===== src/rtl/fp_norm_round_seq.sv =====
// Sequential normalise + round stage for the binary32 add/sub datapath.
// Normalises one bit per cycle, rounds per RISC-V rm, raises {OF, UF, NX}.
module fp_norm_round_seq #(
  parameter int MAN_W = 24,
  parameter int EXP_W = 8
) (
  input  logic                   clk,
  input  logic                   reset_n,
  input  logic                   in_valid,
  output logic                   in_ready,
  input  logic                   sign_res,
  input  logic                   carry,
  input  logic [MAN_W-1:0]       mantissa_sum,
  input  logic [MAN_W-1:0]       grs,
  input  logic [EXP_W-1:0]       exp_in,
  input  logic [2:0]             rm,
  output logic                   out_valid,
  input  logic                   out_ready,
  output logic [EXP_W+MAN_W-1:0] result,
  output logic [2:0]             flags
);

  localparam int VW = 2*MAN_W + 1;
  localparam int EW = EXP_W + 2;
  localparam int RW = EXP_W + MAN_W;
  localparam logic signed [EW-1:0] E_ONE = EW'(1);
  localparam logic signed [EW-1:0] E_MAX = EW'((1 << EXP_W) - 1);

  localparam logic [2:0] RM_RTZ = 3'b001;
  localparam logic [2:0] RM_RDN = 3'b010;
  localparam logic [2:0] RM_RUP = 3'b011;
  localparam logic [2:0] RM_RMM = 3'b100;

  typedef enum logic [1:0] {S_IDLE, S_NORM, S_ROUND, S_OUT} state_t;

  state_t                 state_q, state_d;
  logic [VW-1:0]          v_q, v_d;
  logic signed [EW-1:0]   e_q, e_d;
  logic                   sign_q, sign_d;
  logic [2:0]             rm_q, rm_d;
  logic                   zero_q, zero_d;
  logic [RW-1:0]          result_q, result_d;
  logic [2:0]             flags_q, flags_d;

  // Rounding datapath, evaluated from the normalised work register.
  logic [MAN_W-1:0]       m, m_rnd;
  logic                   g, r, s, nx, inc, of;
  logic [MAN_W:0]         m_sum;
  logic signed [EW-1:0]   e_rnd;
  logic [EXP_W-1:0]       e_fld;
  logic [RW-1:0]          inf_v, maxf_v, rnd_res;
  logic [2:0]             rnd_flags;

  always_comb begin
    m  = v_q[VW-2 -: MAN_W];
    g  = v_q[MAN_W-1];
    r  = v_q[MAN_W-2];
    s  = |v_q[MAN_W-3:0];
    nx = g | r | s;
    case (rm_q)
      RM_RTZ:  inc = 1'b0;
      RM_RDN:  inc = nx & sign_q;
      RM_RUP:  inc = nx & ~sign_q;
      RM_RMM:  inc = g;
      default: inc = g & (r | s | m[0]);
    endcase
    m_sum = {1'b0, m} + {{MAN_W{1'b0}}, inc};
    if (m_sum[MAN_W]) begin
      m_rnd = {1'b1, {(MAN_W-1){1'b0}}};
      e_rnd = e_q + E_ONE;
    end else begin
      m_rnd = m_sum[MAN_W-1:0];
      e_rnd = e_q;
    end
    of     = (e_rnd >= E_MAX);
    // Subnormals carry E==1 with a clear hidden bit; field encodes as 0.
    e_fld  = m_rnd[MAN_W-1] ? e_rnd[EXP_W-1:0] : '0;
    inf_v  = {sign_q, {EXP_W{1'b1}}, {(MAN_W-1){1'b0}}};
    maxf_v = {sign_q, {(EXP_W-1){1'b1}}, 1'b0, {(MAN_W-1){1'b1}}};
    rnd_res   = {sign_q, e_fld, m_rnd[MAN_W-2:0]};
    rnd_flags = {1'b0, nx & (e_fld == '0), nx};
    if (zero_q) begin
      rnd_res   = {(rm_q == RM_RDN), {(RW-1){1'b0}}};
      rnd_flags = 3'b000;
    end else if (of) begin
      rnd_flags = 3'b101;
      case (rm_q)
        RM_RTZ:  rnd_res = maxf_v;
        RM_RDN:  rnd_res = sign_q ? inf_v : maxf_v;
        RM_RUP:  rnd_res = sign_q ? maxf_v : inf_v;
        default: rnd_res = inf_v;
      endcase
    end
  end

  always_comb begin
    state_d  = state_q;
    v_d      = v_q;
    e_d      = e_q;
    sign_d   = sign_q;
    rm_d     = rm_q;
    zero_d   = zero_q;
    result_d = result_q;
    flags_d  = flags_q;
    case (state_q)
      S_IDLE: begin
        if (in_valid) begin
          v_d     = {carry, mantissa_sum, grs};
          e_d     = EW'(exp_in);
          sign_d  = sign_res;
          rm_d    = rm;
          zero_d  = 1'b0;
          state_d = S_NORM;
        end
      end
      S_NORM: begin
        if (v_q[VW-1]) begin
          // Right shift folds the dropped bit into the sticky position.
          v_d     = {1'b0, v_q[VW-1:2], v_q[1] | v_q[0]};
          e_d     = e_q + E_ONE;
          state_d = S_ROUND;
        end else if (v_q == '0) begin
          zero_d  = 1'b1;
          state_d = S_ROUND;
        end else if (v_q[VW-2] || (e_q == E_ONE)) begin
          state_d = S_ROUND;
        end else begin
          v_d = v_q << 1;
          e_d = e_q - E_ONE;
        end
      end
      S_ROUND: begin
        result_d = rnd_res;
        flags_d  = rnd_flags;
        state_d  = S_OUT;
      end
      default: begin
        if (out_ready) state_d = S_IDLE;
      end
    endcase
  end

  always_ff @(posedge clk or negedge reset_n) begin
    if (!reset_n) begin
      state_q  <= S_IDLE;
      v_q      <= '0;
      e_q      <= '0;
      sign_q   <= 1'b0;
      rm_q     <= 3'b000;
      zero_q   <= 1'b0;
      result_q <= '0;
      flags_q  <= 3'b000;
    end else begin
      state_q  <= state_d;
      v_q      <= v_d;
      e_q      <= e_d;
      sign_q   <= sign_d;
      rm_q     <= rm_d;
      zero_q   <= zero_d;
      result_q <= result_d;
      flags_q  <= flags_d;
    end
  end

  assign in_ready  = (state_q == S_IDLE);
  assign out_valid = (state_q == S_OUT);
  assign result    = result_q;
  assign flags     = flags_q;

endmodule


===== config.mk =====
export PLATFORM = sky130hd
export DESIGN_NAME = fp_norm_round_seq
export DESIGN_NICKNAME = d
export VERILOG_FILES = /design/src/rtl/fp_norm_round_seq.sv
export SDC_FILE = /design/constraint.sdc
export NUM_CORES = 1
export LEC_CHECK = 0
export BUFFER_PORTS_ARGS = -buffer_cell sky130_fd_sc_hd__buf_2
export CAP_MARGIN = 20
export CORE_MARGIN = 2
export CORE_UTILIZATION = 30
export DETAILED_ROUTE_END_ITERATION = 10
export GPL_TIMING_DRIVEN = 0
export HOLD_SLACK_MARGIN = 0.12
export SYNTH_ARGS = -nofsm -noshare
export SYNTH_HDL_FRONTEND = slang
export SYNTH_SLANG_ARGS = --single-unit

===== constraint.sdc =====
create_clock -name clk -period 4.55 [get_ports clk]
set_clock_uncertainty 0.2 [all_clocks]
set_input_delay 0 -clock clk [delete_from_list [all_inputs] [get_ports clk]]
set_output_delay 0 -clock clk [all_outputs]
set_load 0.01 [all_outputs]

==> results of run 1 <==
[power breakdown]
group	internal [W]	total (W)	switching [W]
registers	0.00135	0.00177	0.000412
logic	0.00153	0.00342	0.00189
clock network	0.000552	0.000917	0.000365
[per-layer routing]
metal | global-route usage [%] | share of wire [%] | up-vias
li1 | - | - | 2992
met1 | 24.3 | 46 | 3059
met2 | 27.7 | 45 | 199
met3 | 4.37 | 6.6 | 19
met4 | 5.03 | 1.8 | 0
met5 | 0 | 0 | -
[what timing repair did]
item | 4_1_cts | 5_1_grt
hold buffers | 70 | 0
gates resized for setup | 0 | 1
buffers inserted | 0 | 2
setup endpoints to repair | 0 | 28
hold endpoints to repair | 166 | 0
[flip-flops by register name, summed over array words and instances (netlist names)]
name,count
v_q,49
state_q,2
e_q,10
result,32
sign_q,1
rm_q,3
flags,3
zero_q,1
[logic make-up after synthesis]
logic type | Yosys count | share of synthesized area [%]
xor+xnor | 29 | 3.72
mux | 56 | 9.13
fa+ha+maj | 11 | 2.01
simple gates | 229 | 19.6
flops | 101 | 37.0
compound gates | 158 | 21.0
buf+inv | 106 | 7.60
[final timing paths]
path	slack, ns	endpoint	depth (start not counted)	startpoint
max	0.43	result[19]	16	v_q[10]
min	0.28	e_q[1]	4	exp_in[1]
max reg2reg	0.43	result[19]	16	v_q[10]
min reg2reg	0.31	result[23]	2	result[23]
max in group asynchronous	3.37	v_q[6]	4	reset_n
min in group asynchronous	0.51	flags[2]	4	reset_n
[final cells by class]
| class | count | area (um2) |
|---|---|---|
| plain buffers | 63 | 358 |
| clock buffers | 10 | 239 |
| clock inverters | 6 | 110 |
| fillers | 2229 | 13700 |
| inverters | 43 | 161 |
| multi-input cells | 483 | 3790 |
| flip-flops and latches | 101 | 2530 |
| well taps | 285 | 357 |
| repair buffers | 174 | 1270 |
[Yosys cell counts (all sizes together), types with 7 or more instances]
cell	number
nand3	21
nor2b	9
xor2	14
nor4	21
nand4	17
buf	20
a21oi	20
inv	43
mux2	51
nor2	30
o21ai	13
xnor2	15
a221o	46
clkbuf	43
o221ai	27
dfrtp	101
ha	11
nand2	38
a31oi	7
nor3	18
and3	50
[stage by stage]
step	total power (W)	util (%)	instance area, um2	hold WS (ns)
after global placement	0.00505	34.2	7700	0.0387
after CTS	0.00612	39.1	8790	0.291
after floorplan	0.00416	-	6840	-0.496
after global routing	0.00657	39.2	8820	0.314
after detailed placement	0.00510	34.3	7730	-0.106
final	0.00611	39.2	8820	0.284
[worst min-delay path: stages]
cell and delay (ns):
sky130_fd_sc_hd__dlygate4sd3_1 0.53, sky130_fd_sc_hd__buf_2 0.10, sky130_fd_sc_hd__a21oi_1 0.05, sky130_fd_sc_hd__mux2i_1 0.12
==> impl_summary.md, run 1 <==
Outcome
The flow ran to the end, and the final reports show no timing, DRC or antenna violations.

Timing
The max-slew violation total from the final report is 0. The final worst slack is 0.428 ns. The worst pin sits at a relative slew slack of 46.8%. At the pin with the least slew margin, the transition time is 0.790 ns. The routed design could run at a clock period as short as 4.12 ns. The final number of setup-violating endpoints is 0. The final-report hold violation count was 0.

Based on the critical path, the design can be clocked at up to 0.243 GHz. The final critical path takes up 90.6% of the cycle. Adding up every negative setup slack in the final design gives 0 ns. Setup repair after global routing left no endpoint under its margin.

Clocking
Buffers inserted during clock tree synthesis total 9. For this design, the sink count on the clock tree is 101. CTS built an H-tree with a depth of 3.

TritonCTS built the clock tree. Clock latency on the worst-skew pair, taken at its later pin, is 0.36 ns. The buffer depth of the longest clock path is 2.

The clock-pin slew reported for the worst setup and hold paths after clock tree synthesis is 0.08 ns. The clock root buffer is sky130_fd_sc_hd__clkbuf_16.

Routing
The number of vias after detailed routing is 6269. The first detailed-routing pass ran for 5 iterations. The routed design has 21000 um of wire.

The remaining routing DRC violations is 0. The number of vias per cell after detailed routing is 5.38. The detail route stage leaves a number of antenna-violating nets equal to 0.

The detailed router finished its first iteration with 432 violations. Dividing the detail-routed wire length by the instance count gives 18.0 um.

Pwr
The leakage power is 3.83 nW. Power spread over the standard cell area amounts to 693 nW/um2. The worst supply voltage drop on vdd is 0.000256 V.

Global routing
The initial antenna violation count is 0. The sum of overflow across all layers after global routing is 0. Entering global routing, the biggest net connects 52 pins. The number of global-route vias before repair was 6178. The global-route wire length before repair is 33500 um. The overall track demand over capacity in global routing is 17.7%.

Cells and area
In the final layout, the share of cells above drive strength 1 is 26.6%. The library cells used most frequently in the layout, excluding fill and tap cells, are sky130_fd_sc_hd__buf_2 (106), sky130_fd_sc_hd__dfrtp_1 (101), sky130_fd_sc_hd__dlygate4sd3_1 (69). The count of cells in the finished layout, fillers not included, comes to 1165. Leaving out fill and tap cells, the most frequent cell in the layout is sky130_fd_sc_hd__buf_2.

From synthesis to final layout, the design area changed by 29.0%. For this run, the post-layout net count is 951. The repair_antennas step left the layout with diodes totalling 0.

Critical path
Broken down by cell family, the worst path's largest delay share belongs to compound AO/OA/AOI/OAI gates. Traced cell by cell, the critical path runs through nor4_1, nand4_1, buf_4, nor3_4, a21oi_1, a31oi_1, nor2_1, ha_1, ha_1, nand4_1, nor4_4, a32oi_1, o211ai_4, o211ai_2, buf_6, o221ai_2. For the worst setup path, the data arrival time is 4.14 ns. The slowest stage of the critical path belongs to the cell sky130_fd_sc_hd__dfrtp_1.

The highest fanout seen on the critical path is 10. The critical path buffer and inverter count is 2. For the worst setup path, the data required time is 4.57 ns.

The critical setup path kind is reg2reg. The type of destination of the critical path is a flip-flop. The sort of element at the start of the critical path is a flip-flop. The largest single stage delay on the critical path is 0.42 ns.

Placed design
The worst setup slack after placement is 0.234 ns. Detailed placement finished with a half-perimeter wire length of 15300 um. In this run the tool buffered the top-level ports with 101 buffer cells. The total placed cells including tap cells is 1077.

The placer's final routability congestion estimate is 0.855.

Logic synthesis
The fraction of synthesis flops using an asynchronous set or reset pin is 100%. The biggest area contributor in the post-synthesis netlist is sky130_fd_sc_hd__dfrtp_1. The post-synthesis cell count is 690. The flip-flop and latch count after synthesis is 101. The post-synthesis instance area is 6840 um2. The number of synthesis warnings is 0. A synthesized cell averages 9.91 um2.

The number of library cell types mapped by synthesis is 79. The post-synthesis sequential area ratio is 37.0%. The synthesized net count is 766.

In this run, synthesis inferred 0 flip-flops with an integrated enable. The portion of synthesized cell area occupied by the leading cell type is 37.0%. In the post-synthesis netlist, the biggest area contributors are sky130_fd_sc_hd__dfrtp_1 (37%), sky130_fd_sc_hd__mux2_2 (7.1%), sky130_fd_sc_hd__a221o_1 (6.6%).

For this run, the leading register cell type out of synthesis is sky130_fd_sc_hd__dfrtp_1.

Min path
The path category of the worst min-delay check is in2reg.

Die
After floorplanning, the core was divided into 55 placement rows. The initial core utilization is 30.4%. The core region is 22500 um2. The horizontal extent of the die is 155 um. 102 I/O pins were placed. In this run the vertical extent of the chip is 155 um. The floorplan step defined a die boundary enclosing 24000 um2.

Job
The tool flagged a number of max-cap violations equal to 0.
Note: power is estimated with default switching activity, not from simulation.
==> run 2, diff against run 1 <==
--- a/config.mk
+++ b/config.mk
@@ -8,10 +8,11 @@
 export BUFFER_PORTS_ARGS = -buffer_cell sky130_fd_sc_hd__buf_2
 export CAP_MARGIN = 20
 export CORE_MARGIN = 2
-export CORE_UTILIZATION = 30
+export CORE_UTILIZATION = 40
 export DETAILED_ROUTE_END_ITERATION = 10
 export GPL_TIMING_DRIVEN = 0
 export HOLD_SLACK_MARGIN = 0.12
+export PLACE_DENSITY = 0.62
 export SYNTH_ARGS = -nofsm -noshare
 export SYNTH_HDL_FRONTEND = slang
 export SYNTH_SLANG_ARGS = --single-unit
==> impl_summary.md, run 2 (same netlist as run 1, synthesis figures left out) <==
Timing
The maximum operating frequency is 0.240 GHz. The final sum of negative setup slack is 0 ns. The max-slew violation total from the final report is 0. In the finished design, the share of the clock period the worst path needs comes to 91.6%.

The final-report hold violation count is 0. For the pin with the worst max-slew slack, the measured transition is 0.837 ns. Setup violations remaining at the end of the flow were counted as 0. The worst slew margin relative to its limit is 43.7%.

For the finished layout, the period the worst path requires is 4.17 ns. Setup repair after global routing left no endpoint under its margin.

Job
The max-capacitance violation count is 0.

Die
The floorplan has 47 rows. In this run the vertical extent of the chip is 135 um. In this run the horizontal extent of the chip is 135 um. The initial utilization of the core area, before any placement, comes to 41.1%. For this design the top-level I/O count stands at 102. The total core area is 16600 um2. The full die area is 18100 um2.

Critical path
Data on the critical path is required at its endpoint by 4.57 ns. The worst path arrival time is 4.18 ns. The setup check on the worst reg-to-reg path leaves a slack of 0.38 ns. The highest fanout seen on the critical path is 10. The sort of element at the start of the critical path is a flip-flop.

The type of destination of the critical path is a flip-flop. The critical setup path kind is reg2reg.

Global routing
The number of global-route vias before repair is 6174. The initial antenna violation count was 0. Entering global routing, the biggest net connects 69 pins. For this run, the total global-route usage over all layers was measured as 23.0%. For this run the aggregate overflow at the end of global routing stands at 0.

The global-route wire length before repair is 32900 um.

Clocking
The number of levels in the clock H-tree is 3. The clock-pin slew reported for the worst setup and hold paths after clock tree synthesis is 0.07 ns. At the later pin of the worst-skew pair, clock insertion delay measures 0.37 ns. The clock root buffer is sky130_fd_sc_hd__clkbuf_16. The buffer depth of the longest clock path is 2. The CTS tree is yes.

The tree built by TritonCTS fans out to 101 sinks. Buffers inserted during clock tree synthesis total 9.

Placed design
Routability-driven placement finished with a final weighted congestion of 0.848. The number of port buffers is 101. The post-detailed-placement cell area is 7650 um2. The detailed placer's ending HPWL is 14300 um.

Cells and area
The final-stage net count is 954. The area growth from synthesis to layout is 28.0%. The most common cell after layout, fill and taps aside is sky130_fd_sc_hd__buf_2.

The post-route netlist has 26.3% of its cells at a drive strength greater than 1. The layout has 1546 filler cells. The register with the most flip-flops in the layout has 49 of them.

The sequential cells in the finished layout cover a total of 2530 um2. The design area is 8750 um2. Ranked by flip-flop count, first place goes to v_q. The library cells used most frequently in the layout, excluding fill and tap cells, are sky130_fd_sc_hd__buf_2 (106), sky130_fd_sc_hd__dfrtp_1 (101), sky130_fd_sc_hd__dlygate4sd3_1 (73). Summing all multi-input logic gate instances after layout gives 3790 um2. The antenna diode instance count is 0.

Routing
The routed design has 20400 um of wire. Dividing the detail-routed via count by the number of cells gives 5.74. The post-route antenna net violation count is 0. The mean routed wirelength per cell is 18.5 um. After detailed routing, the number of remaining DRC violations is 0.

For this block, the initial DRC count from the detailed router was 421. The number of iterations in the first detailed-routing pass is 5. The number of vias after detailed routing is 6322.

Outcome
The flow ran to the end, and the final reports show no timing, DRC or antenna violations.

Pwr
Across the VDD grid, the largest voltage drop is 0.000299 V. Summed over all cells, the static leakage comes to 3.83 nW. The power density normalized to cell area is 699 nW/um2.

Min path
The path class of the tightest hold or removal check is in2reg.
==> run 2: cell types whose count changed in the layout (fill, tap and decap cells not counted) <==
cell                            change
sky130_fd_sc_hd__clkinv_2           -1
sky130_fd_sc_hd__buf_12             +1
sky130_fd_sc_hd__buf_4              -1
sky130_fd_sc_hd__buf_16             -1
sky130_fd_sc_hd__clkbuf_8           -1
sky130_fd_sc_hd__dlygate4sd3_1      +4
sky130_fd_sc_hd__clkinvlp_4         +1
==> run 2: worst paths after layout <==
kind                            cells past startpoint          to       start
worst max-delay path                               16   result[9]     v_q[20]
worst min-delay path                                4      e_q[3]   exp_in[3]
worst max register to register                     16   result[9]     v_q[20]
worst min register to register                      2  result[23]  result[23]
max in group asynchronous                           4  result[11]     reset_n
min in group asynchronous                           4      v_q[6]     reset_n
==> run 2: worst max-delay path, stage by stage, from the launching register on <==
cell and delay [ns]:
sky130_fd_sc_hd__dfrtp_1 0.42, sky130_fd_sc_hd__nor4_1 0.08, sky130_fd_sc_hd__nand4_1 0.09, sky130_fd_sc_hd__buf_4 0.16
sky130_fd_sc_hd__nor3_4 0.07, sky130_fd_sc_hd__a21oi_1 0.15, sky130_fd_sc_hd__a31oi_1 0.06, sky130_fd_sc_hd__nor2_1 0.10
sky130_fd_sc_hd__ha_1 0.25, sky130_fd_sc_hd__ha_1 0.29, sky130_fd_sc_hd__nand4_1 0.23, sky130_fd_sc_hd__nor4_4 0.64
sky130_fd_sc_hd__a31oi_1 0.27, sky130_fd_sc_hd__or2_4 0.34, sky130_fd_sc_hd__o211ai_2 0.35, sky130_fd_sc_hd__buf_6 0.22
sky130_fd_sc_hd__o221ai_2 0.10
==> run 2: stage by stage <==
stage / power, W / hold WS (ns) / utilization, % / setup WS [ns] / std cells
6_report: 0.00611 / 0.297 / 52.6 / 0.383 / 1102
5_1_grt: 0.00656 / 0.314 / 52.6 / 0.149 / 1102
4_1_cts: 0.00611 / 0.260 / 52.5 / 0.205 / 1101
3_5_place_dp: 0.00509 / -0.203 / 45.9 / 0.248 / 1012
3_3_place_gp: 0.00504 / 0.0403 / 45.8 / 0.252 / 1011
2_1_floorplan: 0.00416 / -0.496 / - / 1.07 / 690
==> run 2: metal layers <==
metal	up-vias	wire length (um)	global-route usage, %
li1	3006	-	-
met5	-	0	0
met2	203	9230	36.2
met4	0	478	7.72
met1	3080	9370	31.2
met3	33	1290	5.41
==> run 2: what timing repair did <==
action	4_1_cts	5_1_grt
gates resized for setup	0	1
hold buffers	74	0
setup buffers	0	1
endpoints found under the hold margin	166	0
endpoints found under the setup margin	0	22
==> run 2: area by class of cell <==
type	count	share of cell area [%]
plain buffers	63	4.09
clock buffers	9	2.57
clock inverters	6	1.29
inverters	43	1.84
multi-input cells	483	43.4
flip-flops and latches	101	28.9
well taps	220	3.15
repair buffers	177	14.8
==> run 2: power breakdown <==
| part | switching (W) | internal, W |
|---|---|---|
| clock network | 0.000369 | 0.000535 |
| registers | 0.000411 | 0.00135 |
| logic | 0.00189 | 0.00155 |
